==> src/rtl/opsum_reducer.sv <==
// Output-psum reducer: per-row add of PE partial sums and buffered input psums, streamed two rows per word.
// Optional signed saturation and sticky sat_flag output are enabled by defining REDUCER_SAT_EN.

module opsum_reducer #(
    parameter int ROW_NUM = 32,
    parameter int DW      = 16
) (
    input  logic                  clk,
    input  logic                  reset,
    input  logic [5:0]            row_en,
    input  logic [ROW_NUM*DW-1:0] ipsum_in,
    input  logic [ROW_NUM*DW-1:0] pe_psum,
    input  logic                  pe_valid,
    output logic                  pe_ready,
    output logic                  ipsum_out_f,
    output logic [2*DW-1:0]       opsum_out,
    output logic                  valid_op,
    input  logic                  ready_op,
    output logic                  busy,
    output logic                  done
`ifdef REDUCER_SAT_EN
    ,
    output logic                  sat_flag
`endif
);

    localparam int IW = $clog2(ROW_NUM);
    localparam int RW = 6;

    typedef enum logic [1:0] {
        S_IDLE,
        S_SEND,
        S_DONE
    } state_t;

    state_t          state, next_state;
    logic [IW-2:0]   word_cnt;
    logic [RW-1:0]   rows_q;
    logic [RW-1:0]   rows_in;
    logic [DW-1:0]   sum_bank [ROW_NUM];
    logic [DW-1:0]   lane_val [ROW_NUM];
    logic            accept;
    logic            last_word;

`ifdef REDUCER_SAT_EN
    logic            any_sat;

    // Returns {saturated, result}; overflow shows as disagreement of the two top bits.
    function automatic logic [DW:0] sat_add(input logic [DW-1:0] a, input logic [DW-1:0] b);
        logic [DW:0] ext;
        ext = {a[DW-1], a} + {b[DW-1], b};
        if (ext[DW] != ext[DW-1])
            return {1'b1, ext[DW] ? {1'b1, {(DW-1){1'b0}}} : {1'b0, {(DW-1){1'b1}}}};
        return {1'b0, ext[DW-1:0]};
    endfunction
`endif

    assign rows_in   = (row_en > RW'(ROW_NUM)) ? RW'(ROW_NUM) : row_en;
    // Word k carries rows 2k and 2k+1; it is the last once row 2k+1 reaches the active count.
    assign last_word = (RW'({word_cnt, 1'b1}) + RW'(1)) >= rows_q;

    // NOTE: every always_comb output gets a default first so no path can infer a latch.
    always_comb begin
`ifdef REDUCER_SAT_EN
        logic sat_bit;
        sat_bit = 1'b0;
        any_sat = 1'b0;
`endif
        for (int r = 0; r < ROW_NUM; r++) begin
            lane_val[r] = '0;
            if (RW'(r) < rows_in) begin
`ifdef REDUCER_SAT_EN
                {sat_bit, lane_val[r]} = sat_add(pe_psum[r*DW +: DW], ipsum_in[r*DW +: DW]);
                any_sat = any_sat | sat_bit;
`else
                lane_val[r] = pe_psum[r*DW +: DW] + ipsum_in[r*DW +: DW];
`endif
            end
        end
    end

    always_comb begin
        next_state  = state;
        pe_ready    = 1'b0;
        accept      = 1'b0;
        ipsum_out_f = 1'b0;
        valid_op    = 1'b0;
        busy        = 1'b0;
        done        = 1'b0;
        opsum_out   = '0;
        case (state)
            S_IDLE: begin
                pe_ready = 1'b1;
                if (pe_valid) begin
                    accept      = 1'b1;
                    ipsum_out_f = (row_en != '0);
                    next_state  = (row_en == '0) ? S_DONE : S_SEND;
                end
            end
            S_SEND: begin
                busy      = 1'b1;
                valid_op  = 1'b1;
                opsum_out = {sum_bank[{word_cnt, 1'b0}], sum_bank[{word_cnt, 1'b1}]};
                if (ready_op && last_word)
                    next_state = S_DONE;
            end
            S_DONE: begin
                done       = 1'b1;
                next_state = S_IDLE;
            end
            default: next_state = S_IDLE;
        endcase
    end

    // NOTE: sequential state uses non-blocking assignments so every register samples pre-edge values.
    always_ff @(posedge clk or negedge reset) begin
        if (!reset) begin
            state    <= S_IDLE;
            word_cnt <= '0;
            rows_q   <= '0;
`ifdef REDUCER_SAT_EN
            sat_flag <= 1'b0;
`endif
        end else begin
            state <= next_state;
            if (accept) begin
                rows_q   <= rows_in;
                word_cnt <= '0;
`ifdef REDUCER_SAT_EN
                sat_flag <= any_sat;
`endif
            end else if (valid_op && ready_op) begin
                word_cnt <= word_cnt + 1'b1;
            end
        end
    end

    // NOTE: the sum bank is reset explicitly because its contents drive opsum_out and must be known after reset.
    always_ff @(posedge clk or negedge reset) begin
        if (!reset) begin
            for (int r = 0; r < ROW_NUM; r++)
                sum_bank[r] <= '0;
        end else if (accept && row_en != '0) begin
            for (int r = 0; r < ROW_NUM; r++)
                sum_bank[r] <= lane_val[r];
        end
    end

endmodule

==> config.mk <==
export PLATFORM = sky130hd
export DESIGN_NAME = opsum_reducer
export DESIGN_NICKNAME = d
export VERILOG_FILES = /design/src/rtl/opsum_reducer.sv
export SDC_FILE = /design/constraint.sdc
export NUM_CORES = 2
export LEC_CHECK = 0
export ABC_AREA = 1
export CELL_PAD_IN_SITES_DETAIL_PLACEMENT = 0
export CELL_PAD_IN_SITES_GLOBAL_PLACEMENT = 2
export CORE_ASPECT_RATIO = 1.1
export CORE_MARGIN = 2
export CORE_UTILIZATION = 30
export CTS_CLUSTER_DIAMETER = 40
export DETAILED_ROUTE_END_ITERATION = 8
export PLACE_DENSITY = 0.92
export SYNTH_ARGS = -nofsm -noshare
export SYNTH_HDL_FRONTEND = slang
export SYNTH_SLANG_ARGS = --single-unit
==> constraint.sdc <==
create_clock -name clk -period 4.2 [get_ports clk]
set_clock_uncertainty 0.05 [all_clocks]
set_input_delay 0.84 -clock clk [delete_from_list [all_inputs] [get_ports clk]]
set_output_delay 0.84 -clock clk [all_outputs]
set_load 0.03 [all_outputs]
==> impl_metrics.py <==
metrics = {
    "layout": {
        "final_cell_mix": "3168 x nand2_1, 1377 x inv_1, 1036 x clkdlybuf4s50_1",
        "drive_gt1_frac": 0.0411,
        "nets": 11100,
        "nFillCells": 18500,
        "final_common_cell": "nand2_1",
        "layout.cells.non_filler": 12000,
        "area_delta_synth_final_pct": 32.9,
        "final_area_sq_mm": 0.0696,
    },
    "drt": {
        "via_per_inst": 4.91,
        "ant_nets": 0,
        "routed-via-count": 58700,
        "wl_per_cell_microns": 22.4,
        "drc": 0,
        "drt_iter0_drc": 4665,
        "drtPass1Iterations": 6,
        "wl_microns": 268000,
    },
    "power_and_ir_drop": {
        "p_leak_nw": 37.2,
        "vdd_ir_drop_max_mv": 0.302,
        "powerDensity_mw_per_mm2": 498,
        "power.total_mw": 34.7,
    },
    "clocking": {
        "cts.sinks": 524,
        "cts_max_level": 3,
        "cts-root-buf": "clkbuf_16",
        "numCtsBuffers": 99,
        "cts_hold_buf": 0,
        "cts_tree": "yes",
        "insertion_delay_ps": 670,
        "clkTransAtPathRegs_ps": 60,
        "clock_path_buffers": 3,
    },
    "timing": {
        "rsz0062_at_grt": "yes",
        "slew_violations": 0,
        "tns_ps": -26.3,
        "setup_slack_ps": -26.3,
        "max_freq_ghz": 0.237,
        "worstMarginPinSlew_ps": 1420,
        "fin_hold_ws_ps": 109,
        "timing_hold_violations_final": 0,
        "slew-limit-headroom": 0.0516,
        "fin_crit_sh": 1.01,
        "setup_viol": 1,
        "post-route-min-period_ps": 4230,
    },
    "floorplan": {
        "initial_core_util": 0.303,
        "die_area_sq_mm": 0.178,
        "fp.dieH_microns": 442,
        "ioPinCount": 1071,
        "core-area_sq_mm": 0.173,
        "rows": 160,
        "die_x_microns": 402,
    },
    "placed_design": {
        "port_buffers": 1070,
        "placed_area_sq_mm": 0.0660,
        "dp.cells": 11700,
        "gp_congestion": 0.965,
        "dp_hpwl_microns": 229000,
    },
    "min_path": {
        "hp-class": "input port to asynchronous set/reset pin",
    },
    "logic_synthesis": {
        "synth_edf_count": 0,
        "yosysSeqAreaShare": 0.250,
        "ys_ff_latch": 524,
        "synthCells": 8481,
        "ys.flop_type": "dfrtp_1",
        "yosysUniqueCellTypes": 38,
        "yosysWarnings": 0,
        "syn-num-nets": 10000,
        "async_reset_ff_frac": 1.00,
        "synth.avg_cell_area_sq_um": 6.18,
        "syn_area_sq_mm": 0.0524,
    },
    "status": {
        "outcome": "finished with violations",
        "violations": "negative setup slack",
    },
    "grt": {
        "track_usage": 0.290,
        "grt_pass1_vias": 56600,
        "grt_max_degree": 130,
        "gr-total-overflow": 0,
        "antenna_found_initial": 48,
        "grt_pass1_wl_microns": 381000,
    },
    "job": {
        "maxCapViolCount": 0,
    },
    "critical_path": {
        "cp-start-kind": "flop",
        "worst-path-buf-inv": 4,
        "worst-setup-path-type": "flop to primary output",
        "end_kind": "primary output",
        "cpPeakStageDelay_ps": 700,
        "cp_data_required_time_ps": 3310,
        "cp_slowest_cell": "o211ai_1",
        "path_cells": "buf_12 > buf_16 > o211ai_1 > o211ai_1 > nand3_2 > a21oi_1 > buf_4 > buf_4",
        "crit_fanout": 56,
        "crit_family": "compound AO/OA/AOI/OAI gates",
        "crit_arrival_ps": 3340,
    },
}
[final timing paths]
kind | depth (start not counted) | start | slack, ps | to
max in group asynchronous | 2 | reset | 2890 | sum_bank[406]
min | 1 | reset | 110 | sum_bank[229]
min in group clk | 2 | sum_bank[78] | 420 | sum_bank[78]
min reg2reg | 2 | sum_bank[78] | 420 | sum_bank[78]
max | 8 | word_cnt[0] | -30 | opsum_out[22]
max reg2reg | 7 | state[0] | 870 | sum_bank[183]
[Yosys cell counts, drive strengths merged (66+ instances only)]
cell | n | area [sq um]
inv | 1383 | 5190
nand2 | 3174 | 11900
clkbuf | 87 | 328
ha | 486 | 6080
o211ai | 105 | 788
dfrtp | 524 | 13100
nand3b | 95 | 713
buf | 111 | 773
nor3 | 66 | 330
o21ai | 404 | 2020
nor2 | 529 | 2010
xnor2 | 152 | 1330
nand3 | 723 | 3620
a21oi | 382 | 1920
[report_power, final]
group | internal, mW | switching (mW) | leakage [nW]
registers | 7.36 | 2.11 | 6.64
logic | 5.76 | 11.1 | 28.8
clock network | 5.30 | 3.06 | 1.67
[final cells by class]
type,instances,area [sq um],area share
flip-flops and latches,524,13100,0.188
inverters,1387,5220,0.0749
well taps,2268,2840,0.0408
clock buffers,115,2650,0.0380
multi-input cells,6372,33000,0.474
clock inverters,70,828,0.0119
repair buffers,1197,11900,0.171
diodes,23,57.6,0.000827
[metal layers]
layer | part of all wire | track usage | up-vias
met5 | 0.00020 | 0 | -
met4 | 0.043 | 0.117 | 10
met3 | 0.064 | 0.0457 | 414
met2 | 0.47 | 0.491 | 1999
met1 | 0.42 | 0.368 | 27300
li1 | - | - | 29000
[flip-flops by register name (all words and copies together) (netlist names)]
name and flops:
rows_q 6, state 2, sum_bank 512, word_cnt 4
[cells by family after synthesis]
group                    synth area share
flip-flops                          0.250
AND/OR/NAND/NOR                     0.366
AO/OA/AOI/OAI                       0.101
buffers and inverters               0.120
XOR/XNOR                           0.0341
adder cells (fa/ha/maj)             0.128
[timing repair]
action / CTS / global route
setup buffers: 1 / 1
pin swaps: 2 / 3
gates resized for setup: 4 / 4
hold endpoints to repair: 0 / 0
setup endpoints to repair: 8 / 9
gates cloned: 0 / 1
[through the flow]
stage / util / worst slack, ps
floorplan: - / 1380
CTS: 0.401 / -45.9
finish: 0.402 / -26.3
global route: 0.402 / -53.3
global placement: 0.381 / 171
detailed placement: 0.381 / 70.0
Power figures use the tool's default switching activity.
